<file path="src/rtl/csr_reg_bank_if.sv">
// CSR strobe bus: one-hot per-register write strobes, shared write data,
// and the flattened read bus returned by the register bank.
interface csr_reg_bank_if #(
  parameter int CSR_DATA_BUS_WIDTH   = 32,
  parameter int CSR_STROBE_BUS_WIDTH = 32
);
  logic [CSR_STROBE_BUS_WIDTH-1:0]                    csr_stb_i;
  logic [CSR_DATA_BUS_WIDTH-1:0]                      csr_data_i;
  logic [CSR_DATA_BUS_WIDTH*CSR_STROBE_BUS_WIDTH-1:0] csr_data_o;

  modport master (
    output csr_stb_i,
    output csr_data_i,
    input  csr_data_o
  );

  modport slave (
    input  csr_stb_i,
    input  csr_data_i,
    output csr_data_o
  );
endinterface

</file>
<file path="src/rtl/csr_reg_bank.sv">
// CSR register bank: CONTROL, W1C STATUS, PULSE, COUNTER, SCRATCH, ID.
// Define CSR_REG_BANK_COUNTER_EN to build the saturating event counter at select 3.
module csr_reg_bank #(
  parameter int                            CSR_DATA_BUS_WIDTH   = 32,
  parameter int                            CSR_STROBE_BUS_WIDTH = 32,
  parameter logic [CSR_DATA_BUS_WIDTH-1:0] ID_VALUE             = 32'hC5C0_0001,
  parameter logic [CSR_DATA_BUS_WIDTH-1:0] CTRL_RESET           = '0
) (
  input  logic                          clk,
  input  logic                          rst_n,
  csr_reg_bank_if.slave                 bus,
  output logic [CSR_DATA_BUS_WIDTH-1:0] ctrl_o,
  output logic [CSR_DATA_BUS_WIDTH-1:0] pulse_o,
  input  logic [CSR_DATA_BUS_WIDTH-1:0] evt_i,
  input  logic                          cnt_inc_i
);

  localparam int DW = CSR_DATA_BUS_WIDTH;
  localparam int SW = CSR_STROBE_BUS_WIDTH;

  typedef enum int {
    SEL_CONTROL = 0,
    SEL_STATUS  = 1,
    SEL_PULSE   = 2,
    SEL_COUNTER = 3,
    SEL_SCRATCH = 4,
    SEL_ID      = 5
  } csr_sel_e;

  logic [DW-1:0] ctrl_q,    ctrl_d;
  logic [DW-1:0] status_q,  status_d;
  logic [DW-1:0] pulse_q,   pulse_d;
  logic [DW-1:0] scratch_q, scratch_d;
  logic [DW-1:0] cnt_rd;

  // NOTE: every always_comb output is given a default first so no path
  // leaves it unassigned, which would otherwise infer a latch.
  always_comb begin
    ctrl_d    = ctrl_q;
    scratch_d = scratch_q;
    pulse_d   = '0;
    if (bus.csr_stb_i[SEL_CONTROL]) ctrl_d    = bus.csr_data_i;
    if (bus.csr_stb_i[SEL_SCRATCH]) scratch_d = bus.csr_data_i;
    if (bus.csr_stb_i[SEL_PULSE])   pulse_d   = bus.csr_data_i;
    // Clear first, then OR in events so a same-cycle set beats the W1C.
    status_d = status_q;
    if (bus.csr_stb_i[SEL_STATUS]) status_d = status_q & ~bus.csr_data_i;
    status_d = status_d | evt_i;
  end

  // NOTE: sequential state uses non-blocking assignments so every flop
  // samples pre-edge values regardless of statement order.
  always_ff @(posedge clk or negedge rst_n) begin
    if (!rst_n) begin
      ctrl_q    <= CTRL_RESET;
      status_q  <= '0;
      pulse_q   <= '0;
      scratch_q <= '0;
    end else begin
      ctrl_q    <= ctrl_d;
      status_q  <= status_d;
      pulse_q   <= pulse_d;
      scratch_q <= scratch_d;
    end
  end

`ifdef CSR_REG_BANK_COUNTER_EN
  logic [DW-1:0] cnt_q, cnt_d;

  // A write clears the counter even when an increment arrives on the same edge.
  always_comb begin
    cnt_d = cnt_q;
    if (bus.csr_stb_i[SEL_COUNTER]) begin
      cnt_d = '0;
    end else if (cnt_inc_i && (cnt_q != {DW{1'b1}})) begin
      cnt_d = cnt_q + 1'b1;
    end
  end

  always_ff @(posedge clk or negedge rst_n) begin
    if (!rst_n) begin
      cnt_q <= '0;
    end else begin
      cnt_q <= cnt_d;
    end
  end

  assign cnt_rd = cnt_q;
`else
  logic unused_cnt;
  assign unused_cnt = cnt_inc_i ^ bus.csr_stb_i[SEL_COUNTER];
  assign cnt_rd     = '0;
`endif

  // ID and the unmapped slots ignore their strobes.
  logic unused_stb;
  assign unused_stb = ^bus.csr_stb_i[SW-1:SEL_ID];

  always_comb begin
    bus.csr_data_o                     = '0;
    bus.csr_data_o[SEL_CONTROL*DW +: DW] = ctrl_q;
    bus.csr_data_o[SEL_STATUS*DW  +: DW] = status_q;
    bus.csr_data_o[SEL_COUNTER*DW +: DW] = cnt_rd;
    bus.csr_data_o[SEL_SCRATCH*DW +: DW] = scratch_q;
    bus.csr_data_o[SEL_ID*DW      +: DW] = ID_VALUE;
  end

  assign ctrl_o  = ctrl_q;
  assign pulse_o = pulse_q;

endmodule

</file>
<file path="src/flat_wrapper.sv">
// flat-port wrapper written by rule: the top's interface ports become plain ports
module csr_reg_bank_flat 
#(
  parameter int                            CSR_DATA_BUS_WIDTH   = 32,
  parameter int                            CSR_STROBE_BUS_WIDTH = 32,
  parameter logic [CSR_DATA_BUS_WIDTH-1:0] ID_VALUE             = 32'hC5C0_0001,
  parameter logic [CSR_DATA_BUS_WIDTH-1:0] CTRL_RESET           = '0
)
  (clk, rst_n, ctrl_o, pulse_o, evt_i, cnt_inc_i, bus_csr_stb_i, bus_csr_data_i, bus_csr_data_o);
  csr_reg_bank_if #(.CSR_DATA_BUS_WIDTH(CSR_DATA_BUS_WIDTH), .CSR_STROBE_BUS_WIDTH(CSR_STROBE_BUS_WIDTH)) bus_i ();
  input  logic clk;
  input  logic rst_n;
  output logic [CSR_DATA_BUS_WIDTH-1:0] ctrl_o;
  output logic [CSR_DATA_BUS_WIDTH-1:0] pulse_o;
  input  logic [CSR_DATA_BUS_WIDTH-1:0] evt_i;
  input  logic cnt_inc_i;
  input wire logic [$bits(bus_i.csr_stb_i)-1:0] bus_csr_stb_i;
  input wire logic [$bits(bus_i.csr_data_i)-1:0] bus_csr_data_i;
  output wire logic [$bits(bus_i.csr_data_o)-1:0] bus_csr_data_o;
  assign bus_i.csr_stb_i = bus_csr_stb_i;
  assign bus_i.csr_data_i = bus_csr_data_i;
  assign bus_csr_data_o = bus_i.csr_data_o;
  csr_reg_bank #(.CSR_DATA_BUS_WIDTH(CSR_DATA_BUS_WIDTH), .CSR_STROBE_BUS_WIDTH(CSR_STROBE_BUS_WIDTH), .ID_VALUE(ID_VALUE), .CTRL_RESET(CTRL_RESET)) u_core (.clk(clk), .rst_n(rst_n), .bus(bus_i), .ctrl_o(ctrl_o), .pulse_o(pulse_o), .evt_i(evt_i), .cnt_inc_i(cnt_inc_i));
endmodule
</file>
<file path="config.mk">
export PLATFORM = sky130hd
export DESIGN_NAME = csr_reg_bank_flat
export DESIGN_NICKNAME = d
export VERILOG_FILES = /design/src/rtl/csr_reg_bank_if.sv /design/src/rtl/csr_reg_bank.sv /design/src/flat_wrapper.sv
export SDC_FILE = /design/constraint.sdc
export NUM_CORES = 1
export LEC_CHECK = 0
export ABC_AREA = 1
export CORE_AREA = 2 2 469 471
export DETAILED_ROUTE_END_ITERATION = 7
export DIE_AREA = 0 0 471 473
export SETUP_SLACK_MARGIN = 0.5
export SLEW_MARGIN = 40
export SYNTH_ARGS = -nofsm -noshare
export SYNTH_HDL_FRONTEND = slang
export SYNTH_SLANG_ARGS = --single-unit
</file>
<file path="constraint.sdc">
create_clock -name clk -period 1.75 [get_ports clk]
set_input_delay 0.35 -clock clk [delete_from_list [all_inputs] [get_ports clk]]
set_output_delay 0.35 -clock clk [all_outputs]
set_load 0.1 [all_outputs]
</file>
# After elaboration in Yosys (flattened, before gate mapping)
# Index checks and enable logic that the tools add are counted.
# totals
regBits,128
input_bits,99
elab_cells,9
# classes
mux,2
bitwise,3
# ops
operator,count
2-to-1 mux 32 bit,2
AND 32 bit,1
NOT 32 bit,1
bitwise OR 32 bit,1

# Longest topological paths before layout
# depth
ltp_word,4
depth_mapped,4
mapped_depth_nobuf,3

# Worst setup path after synthesis
# Ideal clock, no wire load.
# synth_path
kind,register to output
startpoint,reg u_core.ctrl_q[0] (netlist: u_core.ctrl_o[0])
endpoint,out ctrl_o[0]
arrival_ps,1340
path_slack_ps,60
stages_incl_launch_ff,2
cell_sequence,dfrtp_1 -> buf_4
# synth_lines
item,line_no,source
from (decl),csr_reg_bank.sv:30,"logic [DW-1:0] ctrl_q, ctrl_d;"
from (signal assigned),csr_reg_bank.sv:60,ctrl_q <= ctrl_d;
to (decl),flat_wrapper.sv:13,output logic [CSR_DATA_BUS_WIDTH-1:0] ctrl_o;
# No word-level cell between the ends.

# Worst setup path in the final report
# layout_path
startpoint,reg u_core.ctrl_q[3] (netlist: u_core.ctrl_o[3])
endpoint,out ctrl_o[3]
# No word-level cell between the ends.

==> results.json <==
{
  "critPathTopFamily": "flip-flops",
  "gp_congestion": 0.677,
  "die_x_um": 471,
  "yosysTopAreaCell": "buf_4",
  "p_per_area_mw_per_mm2": 1230,
  "crit_slowest_cell": "dfrtp_4",
  "path_cells": "buf_12",
  "finalSetupTns_ns": 0,
  "grt_overflow": 0,
  "period_share": 0.914,
  "r2r_slack_ns": 0.95,
  "nets": 1809,
  "slowest_delay_ns": 0.54,
  "cts_buffer_depth": 2,
  "syn_avg_cell_area_um2": 8.12,
  "vdd_drop_max_mv": 0.721,
  "worstSetupPathType": "reg -> out",
  "numCtsBuffers": 17,
  "worstPathArrival_ns": 1.25,
  "timing.rr.end": "u_core.ctrl_o[25]$_DFFE_PN0P_",
  "setup_ws_ns": 0.151,
  "netlist-cell-type-count": 9,
  "yosysMostFrequentCell": "buf_4",
  "vias": 6802,
  "regArea_mm2": 0.00333,
  "tightest_slew_ns": 0.560,
  "synth_edf_count": 0,
  "place_ws_ns": 0.105,
  "fp.dieH_um": 473,
  "finalMaxSlewViolations": 0,
  "grt_usage": 0.0401,
  "clock_sinks": 128,
  "p_total_mw": 20.5,
  "cp_max_fo": 3,
  "netlist_area_mm2": 0.0121,
  "dpl.hpwl_mm": 39.8,
  "cts-root-buf": "clkbuf_16",
  "n_fill_cell": 25700,
  "synth_ff_type": "dfrtp_1",
  "clk_latency_ns": 0.49,
  "totalWireLength_mm": 47.5,
  "p_leak_nw": 7.94,
  "ys_ff_latch": 128,
  "grt_pass1_wl_mm": 54.4,
  "rsz0062_at_grt": "true",
  "antenna_found_initial": 23,
  "worstPathRequired_ns": 1.40,
  "yosys.area.top_type_share": 0.595,
  "hold_violations": 0,
  "hp-class": "in -> async",
  "fp-row-count": 172,
  "multi_input_area_mm2": 0.00452,
  "critPathCaptureType": "output pin",
  "routedWlPerCell_um": 10.3,
  "core_area_mm2": 0.218,
  "remaining_drc_errors": 0,
  "die_area_mm2": 0.223,
  "drive_gt1_frac": 0.148,
  "whs_ns": 0.283,
  "portBuffers": 229,
  "finClkSkew_ns": 0,
  "period_needed_ns": 1.60,
  "grt_start_max_net_pins": 65,
  "worstSetupStartpointType": "flop",
  "synth.area.top_cells": "buf_4 59%, dfrtp_1 26%, nand2_1 5.9%",
  "yosysSeqAreaShare": 0.264,
  "cts.htree.levels": 4,
  "ios": 1187,
  "yosysWarnings": 0,
  "status": "finished clean",
  "area_delta_synth_final_pct": 37.4,
  "cts_tree": "done",
  "maxCapViolCount": 0,
  "drt-initial-drc-count": 158,
  "worstRegToRegCells": 2,
  "yosys-top-cells-count": "962 x buf_4, 192 x nand2_1, 128 x dfrtp_1, 128 x inv_1, 56 x o21ai_1",
  "setup_viol": 0,
  "drtPass1Iterations": 4,
  "async_flop_share": 1.00,
  "syn_inst": 1494,
  "timing.rr.start": "u_core.ctrl_o[25]$_DFFE_PN0P_",
  "fmax_mhz": 625,
  "final_util": 0.0764,
  "via_per_inst": 1.48,
  "path_clk_slew_ns": 0.08,
  "crit_buf_inv": 1,
  "initial_core_util": 0.0556,
  "grt_pass1_vias": 4499,
  "antenna_left": 0,
  "slew_headroom": 0.626
}
-- timing repair --
| item | 4_1_cts | 5_1_grt |
|---|---|---|
| endpoints found under the setup margin | 160 | 160 |
| buffers inserted | 4 | 7 |
| hold buffers | 1 | 0 |
| hold endpoints to repair | 128 | 0 |
| gates resized for setup | 4 | 1 |
-- layout make-up --
class	count	share of cell area
antenna	7	0.00105
clock buffer	17	0.0255
clock inverter	15	0.00968
inverter	128	0.0288
multi-input combinational	1184	0.271
sequential	128	0.200
tap	2871	0.215
timing repair buffer	251	0.249
-- per-stage QoR --
stage	instances	cell area (um2)
final	4601	16700
after global routing	4594	16700
after CTS	4587	16600
after detailed placement	4550	16000
after global placement	4550	16000
after floorplan	2420	15900
-- state kept, by name, indices dropped and copies added, names as in the netlist --
signal / cells
u_core.ctrl_o: 32
u_core.pulse_o: 32
u_core.scratch_q: 32
u_core.status_q: 32
-- report_power, final --
| group | total [mW] | internal (mW) | switching [mW] |
|---|---|---|---|
| Sequential | 3.54 | 3.22 | 0.317 |
| Combinational | 13.0 | 1.41 | 11.6 |
| Clock | 3.93 | 1.92 | 2.01 |
| Total | 20.5 | 6.55 | 13.9 |
-- worst max path at each step --
stage,startpoint,end,cells after the start
2_1_floorplan,u_core.status_q[0]$_DFF_PN0_,bus_csr_data_o[32],0
3_3_place_gp,bus_csr_data_i[28],u_core.status_q[28]$_DFF_PN0_,4
3_5_place_dp,bus_csr_data_i[22],u_core.ctrl_o[22]$_DFFE_PN0P_,3
4_1_cts,u_core.ctrl_o[3]$_DFFE_PN0P_,ctrl_o[3],1
5_1_grt,u_core.ctrl_o[3]$_DFFE_PN0P_,ctrl_o[3],1
6_report,u_core.ctrl_o[3]$_DFFE_PN0P_,ctrl_o[3],1
-- cell usage in the layout (no fill, tap or decap) --
cell type and instances:
buf_12 168, buf_2 2, buf_4 15, clkbuf_16 17
clkbuf_8 1, clkdlybuf4s50_1 64, clkinv_4 1, clkinv_8 2
clkinvlp_4 2, conb_1 928, dfrtp_1 91, dfrtp_2 5
dfrtp_4 32, diode_2 7, dlygate4sd3_1 1, inv_1 128
inv_6 3, inv_8 7, nand2_1 192, o21ai_0 8
o21ai_1 56
-- layer usage --
| layer | vias up | share of wire | wire [um] | global-route usage |
|---|---|---|---|---|
| li1 | 2975 | - | - | - |
| met1 | 2989 | 0.33 | 15500 | 0.0394 |
| met2 | 768 | 0.50 | 23900 | 0.0703 |
| met3 | 54 | 0.14 | 6620 | 0.0200 |
| met4 | 16 | 0.030 | 1410 | 0.0182 |
| met5 | - | 0.0022 | 103 | 0 |
-- cell families (layout without fill, tap and decap cells) --
group	Yosys count	after routing	share of synthesized area
AOI/OAI and AO/OA	64	64	0.0264
buffers and inverters	1108	411	0.650
DFF	128	128	0.264
other	2	935	0.000619
and+or+nand+nor	192	192	0.0594
(Power assumes the default switching activity.)
